===== src/rtl/mem_func_pkg.sv =====
// mem_func_pkg: memory function codes, MEM FSM states and byte-enable helper.
package mem_func_pkg;
    localparam logic [2:0] BS = 3'd0, BU = 3'd1, HS = 3'd2, HU = 3'd3;
    localparam logic [2:0] WD = 3'd4, WL = 3'd5, WR = 3'd6, WC = 3'd7;

    typedef enum logic {IDLE = 1'b0, WAIT = 1'b1} state_t;

    function automatic logic [3:0] byte_en(input logic [2:0] f, input logic [1:0] a, input logic we);
        logic [3:0] be;
        be = 4'b1111;
        if (we) begin
            if (f == BS || f == BU) be = 4'b0001 << a;
            else if (f == HS || f == HU) be = a[1] ? 4'b1100 : 4'b0011;
            else if (f == WL) be = 4'b1100;
            else if (f == WR) be = 4'b0011;
        end
        return be;
    endfunction
endpackage


===== src/rtl/mem_align.sv =====
// mem_align: store lane formatting, byte enables, load alignment and misalign check.
module mem_align
    import mem_func_pkg::*;
(
    input  logic [2:0]  func,
    input  logic [1:0]  addr,
    input  logic        we,
    input  logic [31:0] rt,
    input  logic [31:0] rdata,
    output logic [3:0]  be,
    output logic [31:0] wdata,
    output logic [31:0] rdata_al,
    output logic        misaligned
);
    logic is_b, is_h;

    assign is_b = func == BS || func == BU;
    assign is_h = func == HS || func == HU;
    assign be = byte_en(func, addr, we);
    assign wdata = is_b ? {4{rt[7:0]}} : is_h ? {2{rt[15:0]}} : rt;
    assign rdata_al = is_b ? rdata >> {addr, 3'b000} : is_h ? rdata >> {addr[1], 4'b0000} : rdata;
    // WC is a load-only word access; a store with WC is rejected like a misalignment
    assign misaligned = (is_h & addr[0]) | ((func == WD || func == WC) & |addr) | (func == WC & we);
endmodule


===== src/rtl/mem_stage.sv =====
// mem_stage: MEM pipeline stage with req/ack data-memory port, timeout and MEM/WB register.
module mem_stage
    import mem_func_pkg::*;
#(
    parameter int TIMEOUT = 255
) (
    input  logic        clk,
    input  logic        nrst,
    input  logic        ex_valid,
    input  logic [31:0] ALUData,
    input  logic [31:0] RtData,
    input  logic [2:0]  Memfunc,
    input  logic        MemRead,
    input  logic        MemWrite,
    input  logic        MemtoReg,
    input  logic        RegWrite,
    input  logic [4:0]  WriteReg,
    output logic        dmem_req,
    output logic        dmem_we,
    output logic [31:0] dmem_addr,
    output logic [3:0]  dmem_be,
    output logic [31:0] dmem_wdata,
    input  logic [31:0] dmem_rdata,
    input  logic        dmem_ack,
    output logic        stall,
    output logic        wb_valid,
    output logic [31:0] wb_ALUData,
    output logic [31:0] wb_RtData,
    output logic [31:0] wb_MemData,
    output logic [2:0]  wb_Memfunc,
    output logic        wb_MemtoReg,
    output logic        wb_RegWrite,
    output logic [4:0]  wb_WriteReg,
    output logic        addr_error,
    output logic        bus_error
);
    localparam int CW = $clog2(TIMEOUT + 1);

    state_t        state;
    logic [CW-1:0] cnt;
    logic [31:0]   l_alu, l_rt;
    logic [2:0]    l_func;
    logic          l_we, l_mtr, l_rw;
    logic [4:0]    l_wr;
    logic          wb_rw;

    logic          idle, mem_op, legal, timeout, done, alu_op, cap;
    logic [31:0]   c_alu, c_rt;
    logic [2:0]    c_func;
    logic          c_we, c_mtr, c_rw;
    logic [4:0]    c_wr;
    logic [3:0]    al_be;
    logic [31:0]   al_wdata, rdata_al;
    logic          misaligned;

    // in WAIT every request field comes from the latched copy so the bus stays stable
    assign idle   = state == IDLE;
    assign c_alu  = idle ? ALUData : l_alu;
    assign c_rt   = idle ? RtData : l_rt;
    assign c_func = idle ? Memfunc : l_func;
    assign c_we   = idle ? MemWrite : l_we;
    assign c_mtr  = idle ? MemtoReg : l_mtr;
    assign c_rw   = idle ? RegWrite : l_rw;
    assign c_wr   = idle ? WriteReg : l_wr;

    mem_align u_align (
        .func(c_func), .addr(c_alu[1:0]), .we(c_we), .rt(c_rt), .rdata(dmem_rdata),
        .be(al_be), .wdata(al_wdata), .rdata_al(rdata_al), .misaligned(misaligned)
    );

    assign mem_op  = ex_valid & (MemRead | MemWrite);
    assign legal   = mem_op & ~misaligned;
    assign timeout = ~idle & ~dmem_ack & (cnt == CW'(TIMEOUT - 1));
    assign done    = (~idle | legal) & dmem_ack;
    assign alu_op  = idle & ex_valid & ~mem_op;
    assign cap     = done | alu_op;

    assign dmem_req    = nrst & (~idle | legal);
    assign dmem_we     = dmem_req & c_we;
    assign dmem_addr   = dmem_req ? {c_alu[31:2], 2'b00} : '0;
    assign dmem_be     = dmem_req ? al_be : '0;
    assign dmem_wdata  = dmem_req ? al_wdata : '0;
    assign stall       = nrst & ((idle & legal & ~dmem_ack) | (~idle & ~dmem_ack & ~timeout));
    assign wb_RegWrite = wb_rw & wb_valid;

    always_ff @(posedge clk or negedge nrst) begin
        if (!nrst) begin
            state <= IDLE;
            cnt <= '0;
            {l_alu, l_rt, l_func, l_we, l_mtr, l_rw, l_wr} <= '0;
            {wb_valid, wb_ALUData, wb_RtData, wb_MemData, wb_Memfunc, wb_MemtoReg, wb_rw, wb_WriteReg} <= '0;
            addr_error <= 1'b0;
            bus_error <= 1'b0;
        end else begin
            addr_error <= idle & mem_op & misaligned;
            bus_error <= timeout;
            wb_valid <= cap;
            if (cap) begin
                wb_ALUData <= c_alu;
                wb_RtData <= c_rt;
                wb_MemData <= (done & ~c_we) ? rdata_al : '0;
                wb_Memfunc <= c_func;
                wb_MemtoReg <= c_mtr;
                wb_rw <= c_rw;
                wb_WriteReg <= c_wr;
            end
            // cnt counts cycles the request has been on the bus, including the IDLE issue cycle
            if (idle & legal & ~dmem_ack) begin
                state <= WAIT;
                cnt <= CW'(1);
                l_alu <= ALUData;
                l_rt <= RtData;
                l_func <= Memfunc;
                l_we <= MemWrite;
                l_mtr <= MemtoReg;
                l_rw <= RegWrite;
                l_wr <= WriteReg;
            end else if (~idle & (dmem_ack | timeout)) begin
                state <= IDLE;
                cnt <= '0;
            end else if (~idle) begin
                cnt <= cnt + CW'(1);
            end
        end
    end
endmodule


===== config.mk =====
export PLATFORM = sky130hd
export DESIGN_NAME = mem_stage
export DESIGN_NICKNAME = d
export VERILOG_FILES = /design/src/rtl/mem_func_pkg.sv /design/src/rtl/mem_align.sv /design/src/rtl/mem_stage.sv
export SDC_FILE = /design/constraint.sdc
export NUM_CORES = 1
export LEC_CHECK = 0
export ABC_AREA = 1
export BUFFER_PORTS_ARGS = -buffer_cell sky130_fd_sc_hd__clkbuf_2
export CELL_PAD_IN_SITES_DETAIL_PLACEMENT = 1
export CELL_PAD_IN_SITES_GLOBAL_PLACEMENT = 2
export CORE_MARGIN = 8
export CORE_UTILIZATION = 29
export DETAILED_ROUTE_END_ITERATION = 8
export PLACE_DENSITY_LB_ADDON = 0.1
export SLEW_MARGIN = 40
export SYNTH_ARGS = -nofsm -noshare
export SYNTH_HDL_FRONTEND = slang
export SYNTH_HIERARCHICAL = 1
export SYNTH_SLANG_ARGS = --single-unit

===== constraint.sdc =====
create_clock -name clk -period 3.4 [get_ports clk]
set_input_delay 0.17 -clock clk [delete_from_list [all_inputs] [get_ports clk]]
set_output_delay 0.17 -clock clk [all_outputs]
set_load 0.02 [all_outputs]

==> summary.txt, run 1 <==
STA
  – RSZ-0062 raised after global routing: false
  – Hold Fails Final Rpt: 0
  – Tcrit/Tclk final: between 90% and 100%
  – Slew headroom: approximately 50%
  – Final Worst Setup Slack: about 0.26 ns
  – Max-slew violations: 0
  – Setup violators final: 0
  – Fmax: between 0.3 and 0.4 GHz
  – Fin crit period: ~3.1 ns
  – Final setup TNS: 0 ns
  – Worst Max-Slew Pin Slew: between 0.7 and 0.8 ns
  – Worst clock skew: approximately 0.013 ns

Placement
  – Port Buf Inserts: 289
  – Post-DP HPWL: approximately 30000 um
  – RD Place Congestion: just under 0.8
  – Setup WS pre-CTS: between 0.5 and 0.6 ns
  – DP Area: between 10000 and 15000 sq um

Global route
  – Initial antenna violation count: 0
  – Largest net degree at the start of global routing: approximately 160
  – M3 GR Usage: under 10%
  – First-pass GRT wire length: 68200 um
  – Total GRT Usage: 19.7%
  – GRT met2 Usage: 32.4%
  – Most used routing layer in global routing: met2
  – Routing usage on met1: roughly 27%
  – Vias in the first global route: about 11000
  – Gr ovfl total: 0

Yosys
  – Area leader, netlist: dfrtp_1
  – Most common cell in the netlist: nand2_1
  – Synth top area cells: dfrtp_1 (45%), nand2_1 (18%), nand3_1 (9.6%), o21ai_0 (9.1%), inv_1 (6.5%)
  – Number of synthesized flops with an enable pin: 0
  – Cells after Synth: 1512
  – Synthesized area: roughly 11000 sq um
  – FFs w/ async S/R, synth: 100%
  – Flops & latches, synth: approximately 190
  – Top cell type's share of synthesized area: 45.1%
  – Count of cell types in the netlist: 30
  – Commonest cells in the netlist: nand2_1 (500), nand3_1 (206), o21ai_0 (195)
  – Synth warn: 6
  – Mean area per synthesized cell: 7.08 sq um
  – Synth Flop Type: dfrtp_1
  – Seq/Total Area, Yosys: between 40 and 50%

Route
  – Residual DRC: 0
  – Wire length per cell: between 15 and 20 um
  – Via/cell ratio: between 4 and 5
  – 1st-pass router iterations: 5
  – Post-route ant nets: 0
  – Final wirelength: ~43000 um
  – Starting DRT DRC Count: 600
  – Vias post-DR: ~11000

Clocking
  – Clock Latency Late Sink: 0.46 ns
  – CTS H-Tree Depth: 4
  – Clk sinks: between 150 and 200
  – CTS tree: done
  – Clock transition at path regs: ~0.08 ns
  – Root buf cell: clkbuf_16
  – Num CTS Buffers: 17
  – Clock Path Buffers: 2
  – Post-CTS Setup Inserts: 0

Power and ir drop
  – Internal Pwr Total: just under 6 mW
  – Net Sw Frac: about 45%
  – Flop pwr share: 36.7%
  – Clock power frac: between 20% and 30%
  – Pleak: 7.69 nW
  – Combinational power share: between 40% and 50%
  – Psw: around 4.7 mW
  – Power Density: roughly 760 nW/um^2
  – PnR Total Power: 10.5 mW
  – Worst VDD drop: roughly 370 uV

Final layout
  – Register area: roughly 4800 sq um
  – Layout cells sized above 1: between 20 and 25%
  – Area growth syn-to-layout: 28.9%
  – Final Cell Area: 13800 sq um
  – Multi-input gate area: 4590 sq um
  – # nets final: roughly 1900
  – Fill cells: 4654
  – ANT cells: 0

Floorplanning
  – Core area: ~36000 sq um
  – Die Wd: roughly 210 um
  – Die Span Y: between 200 and 250 um
  – Initial Utilization: between 20 and 30%
  – I/O pins: around 290
  – Number of core rows: 70
  – Die ar.: 43300 sq um

Setup path
  – R2R Path End: wb_RtData[6]
  – WP data arrival: 2.97 ns
  – R2r startpoint: state
  – Worst reg-to-reg path cell count: 7
  – Startpoint types: register
  – Crit path kind: register to primary output
  – Worst Path Required: 3.23 ns
  – R2r setup slk: ~0.50 ns
  – CP max FO: 25
  – Worst Setup End Kind: primary output

Status
  – Status: finished, final reports clean

Hold path
  – Hold Crit Endpoint: l_we
  – WHS Path Cells: 3
  – Worst Min Path Start: MemWrite
  – Hold Path Class: input pin to register

Flow run
  – Max Cap Viol: 0
## through the flow
step | hold slack, ns | cells | utilization [%]
global route | 0.0205 | 2291 | 37.8
detailed placement | 0.125 | 2189 | 34.1
floorplan | -0.126 | 1513 | -
CTS | 0.00228 | 2291 | 37.8
finish | 0.0311 | 2291 | 37.8
global placement | 0.127 | 2189 | 34.1
## layout make-up
| class | instances | area share [%] |
|---|---|---|
| inverter | 193 | 5.26 |
| multi-input combinational | 1016 | 33.3 |
| tap | 468 | 4.25 |
| timing repair buffer | 389 | 17.7 |
| clock inverter | 15 | 1.36 |
| clock buffer | 17 | 3.09 |
| sequential | 193 | 35.1 |
## worst max-delay path, cell delays in order (launching register included)
cell and delay [ns]:
dfrtp_4 0.58, buf_6 0.21, nand2_1 0.11, o21ai_4 0.08
nor2_4 0.13, inv_2 0.11, nand3_1 0.10, nand3_1 0.10
inv_1 0.09, nand3_1 0.13, nand2_4 0.15, nand2_8 0.13
buf_12 0.20, nor2_1 0.16, clkbuf_2 0.21
## cells in the final DEF (no fill, tap or decap), types with 5 or more instances in the layout
cell / n
nand2_4: 5
nor2_1: 47
nand2_1: 499
buf_4: 23
inv_6: 7
and3_1: 30
inv_1: 186
o21ai_0: 189
dlygate4sd3_1: 70
dfrtp_1: 192
inv_2: 6
a21oi_1: 11
clkbuf_16: 17
clkbuf_2: 288
nand3_1: 206
## kinds of logic after synthesis
family / synth area share [%]
flip-flops: 45.1
adder cells (fa/ha/maj): 0.234
buffers and inverters: 12.5
other: 0.0350
XOR/XNOR: 0.164
AND/OR/NAND/NOR: 31.8
AO/OA/AOI/OAI: 10.1
## power by group through the flow
| stage | logic (mW) | registers, mW | clock network [mW] |
|---|---|---|---|
| 6_report | 4.47 | 3.87 | 2.19 |
| 5_1_grt | 5.00 | 4.00 | 2.33 |
| 4_1_cts | 4.55 | 3.88 | 2.27 |
| 3_5_place_dp | 4.46 | 3.92 | 0 |
| 3_3_place_gp | 4.40 | 3.89 | 0 |
| 2_1_floorplan | 2.25 | 4.40 | 0 |
## registers in the layout (all words and copies together) (netlist names), 3 cells and up
signal,cells
cnt,8
l_alu,32
l_func,3
l_rt,32
l_wr,5
wb_ALUData,32
wb_MemData,32
wb_Memfunc,3
wb_RtData,32
wb_WriteReg,5
## worst max-delay path by stage
| stage | startpoint | to | slack, ns |
|---|---|---|---|
| finish | state | dmem_wdata[22] | 0.26 |
| global route | state | dmem_wdata[22] | 0.03 |
| CTS | state | dmem_we | 0.04 |
| detailed placement | state | wb_RtData[6] | 0.51 |
| global placement | state | wb_RtData[6] | 0.56 |
| floorplan | state | stall | 0.58 |
## per-layer routing
layer  up-vias  share of wire (%)  wire [um]
li1       5324                  -          -
met1      5211                 49      21000
met2       218                 46      19900
met3        21                3.7       1580
met4         0               0.89        381
met5         -                  0          0
## repair_timing
action / CTS / global route
endpoints found under the setup margin: 0 / 33
endpoints found under the hold margin: 110 / 0
hold buffers: 70 / 0
gates resized for setup: 0 / 8
(Power assumes the default switching activity.)
==> inputs of run 2 (changes only) <==
--- a/config.mk
+++ b/config.mk
@@ -5,12 +5,12 @@
 export SDC_FILE = /design/constraint.sdc
 export NUM_CORES = 1
 export LEC_CHECK = 0
-export ABC_AREA = 1
+export ABC_AREA = 0
 export BUFFER_PORTS_ARGS = -buffer_cell sky130_fd_sc_hd__clkbuf_2
 export CELL_PAD_IN_SITES_DETAIL_PLACEMENT = 1
 export CELL_PAD_IN_SITES_GLOBAL_PLACEMENT = 2
 export CORE_MARGIN = 8
-export CORE_UTILIZATION = 29
+export CORE_UTILIZATION = 34
 export DETAILED_ROUTE_END_ITERATION = 8
 export PLACE_DENSITY_LB_ADDON = 0.1
 export SLEW_MARGIN = 40
==> summary.txt, run 2 <==
Floorplanning
  – I/O pins: 292
  – Number of core rows: 63
  – Core area: 29500 sq um
  – Die Span Y: roughly 190 um
  – Die Wd: around 190 um
  – Initial Utilization: around a third
  – Die ar.: around 36000 sq um

Setup path
  – Critical path, cell by cell: mux2_2 > or2_2 > a21oi_1 > nor4_2 > nand2b_2 > or4_4 > nand2_1 > and2_1 > clkbuf_2
  – R2r startpoint: state
  – WP data arrival: approximately 3.0 ns
  – CP bufs+invs: 1
  – CP max FO: 7
  – Critical path depth: 9
  – Worst Setup End Kind: primary output
  – R2r setup slk: about 0.27 ns
  – R2R Path End: wb_RtData[21]
  – Critical Path Sink: stall
  – Startpoint types: register
  – Worst reg-to-reg path cell count: 9
  – Crit path kind: register to primary output
  – CP startpoint: state
  – Crit path largest cell delay: 0.48 ns
  – Cell family with most CP delay: simple AND/OR/NAND/NOR gates
  – Worst Path Required: 3.23 ns
  – Worst-path cell with the longest stage delay: or4_4

Yosys
  – Synthesized area: 10100 sq um
  – Flops & latches, synth: between 150 and 200
  – Synth warn: 6
  – Synth top area cells: dfrtp_1 (48%), mux2_2 (15%), mux2i_1 (7.4%), mux2_4 (5.8%), and2_1 (3.0%)
  – Area leader, netlist: dfrtp_1
  – Commonest cells in the netlist: dfrtp_1 (193), mux2_2 (132), mux2i_1 (75)
  – Synth Flop Type: dfrtp_1
  – Number of synthesized flops with an enable pin: 0
  – Most common cell in the netlist: dfrtp_1
  – Mean area per synthesized cell: roughly 12 sq um
  – Seq/Total Area, Yosys: approximately 48%
  – Cells after Synth: about 850
  – FFs w/ async S/R, synth: 100%
  – Count of cell types in the netlist: 51
  – Top cell type's share of synthesized area: 47.7%

Placement
  – Post-DP HPWL: around 23000 um
  – Port Buf Inserts: 289
  – RD Place Congestion: 0.749
  – DP Area: 11900 sq um

Power and ir drop
  – Pleak: 6.45 nW
  – Worst VDD drop: 333 uV
  – PnR Total Power: between 10 and 15 mW
  – Power Density: ~820 nW/um^2

Clocking
  – Clock Path Buffers: 2
  – CTS tree: done
  – Num CTS Buffers: 17
  – CTS H-Tree Depth: 4
  – Root buf cell: clkbuf_16
  – Clock Latency Late Sink: 0.44 ns
  – Post-CTS Setup Inserts: 0
  – Clock transition at path regs: approximately 0.070 ns
  – Clk sinks: around 190

Final layout
  – Final Cell Area: 13300 sq um
  – Layout cells sized above 1: between 40 and 50%
  – # nets final: about 1300
  – Most common cell after layout, fill and taps aside: clkbuf_2
  – Area growth syn-to-layout: 31.7%
  – ANT cells: 0
  – Most frequent cells in the layout: clkbuf_2 (288), dfrtp_1 (192), mux2_2 (132)

Global route
  – Total GRT Usage: 18.9%
  – Vias in the first global route: slightly below 9000
  – Largest net degree at the start of global routing: a little over 100
  – Gr ovfl total: 0
  – First-pass GRT wire length: 53400 um
  – Initial antenna violation count: 0

Route
  – Wire length per cell: ~21 um
  – Residual DRC: 0
  – Post-route ant nets: 0
  – 1st-pass router iterations: 4
  – Final wirelength: around 33000 um
  – Vias post-DR: a little under 8000
  – Starting DRT DRC Count: 331
  – Via/cell ratio: slightly below 5

STA
  – Max-slew violations: 0
  – Hold Fails Final Rpt: 0
  – Fmax: 0.312 GHz
  – Setup violators final: 0
  – Slew headroom: about 54%
  – Worst clock skew: around 0.02 ns
  – Fin crit period: roughly 3.2 ns
  – Worst Max-Slew Pin Slew: between 0.6 and 0.7 ns
  – Tcrit/Tclk final: between 90% and 100%

Status
  – Status: finished, final reports clean

Flow run
  – Max Cap Viol: 0

Hold path
  – Hold Path Class: input pin to register
[run 2: cell count changes after synthesis, moves of 39 or more]
cell / change
nand2_1: -477
mux2_2: +132
mux2_4: +39
inv_1: -150
o21ai_0: -163
nand3_1: -197
mux2i_1: +75
and2_1: +48
[run 2: worst register-to-register path, delay by kind of cell (launching register included)]
family,cells,cell delay [ns]
compound gates,1,0.29
buf+inv,2,0.66
simple gates,4,0.92
flops,1,0.47
mux,2,0.71
[run 2: logic make-up (layout without fill, tap and decap cells)]
kind of cell / count (synthesis) / after routing / share of synthesized area [%]
AND/OR/NAND/NOR: 158 / 158 / 8.58
other: 1 / 2 / 0.0371
AO/OA/AOI/OAI: 136 / 136 / 9.54
buffers and inverters: 108 / 454 / 5.62
flip-flops: 193 / 193 / 47.7
adder cells (fa/ha/maj): 2 / 2 / 0.247
multiplexers: 249 / 249 / 28.2
[run 2: power by group]
| part | switching, mW | leakage [nW] | total (mW) | internal (mW) |
|---|---|---|---|---|
| combinational | 2.70 | 3.78 | 4.81 | 2.11 |
| clock | 1.08 | 0.307 | 2.17 | 1.08 |
| sequential | 0.597 | 2.36 | 3.93 | 3.33 |
| total | 4.38 | 6.45 | 10.9 | 6.53 |
[run 2: metrics by stage]
step	setup slack (ns)	hold WS [ns]	utilization [%]	std cells	TNS, ns
after global routing	-0.00605	0.0656	45.2	1584	-0.00605
after detailed placement	0.111	0.0856	40.3	1475	0
after global placement	0.176	0.0817	40.3	1475	0
final	0.192	0.0758	45.2	1584	0
after floorplan	0.0984	-0.126	-	848	0
after CTS	0.0248	0.0478	45.1	1583	0
[run 2: final cells by class]
| cell class | instances | area, sq um |
|---|---|---|
| fill | 3213 | 16200 |
| sequential | 193 | 4830 |
| multi-input combinational | 547 | 4740 |
| timing repair buffer | 385 | 2490 |
| tap | 390 | 488 |
| clock buffer | 17 | 425 |
| clock inverter | 15 | 206 |
| inverter | 37 | 140 |
[run 2: worst min path at each step]
stage	startpoint	endpoint	slack, ns	cells after the start
after floorplan	nrst	addr_error	-0.13	0
after global placement	nrst	wb_ALUData[26]	0.08	1
after detailed placement	nrst	l_alu[26]	0.09	1
after CTS	MemWrite	l_we	0.05	2
after global routing	MemWrite	l_we	0.07	2
final	MemWrite	l_we	0.08	2
[run 2: what timing repair did]
action	in CTS	in global routing
endpoints found under the setup margin	0	100
hold endpoints to repair	100	0
hold buffers	76	0
resized for setup	0	5
[run 2: layer usage]
metal  up-vias  global-route usage (%)  wire, um
met5         -                       0         0
met4         0                    3.94       310
met1      3939                    26.2     15900
li1       3693                       -         -
met2       195                    29.6     15600
met3        17                    4.38      1560
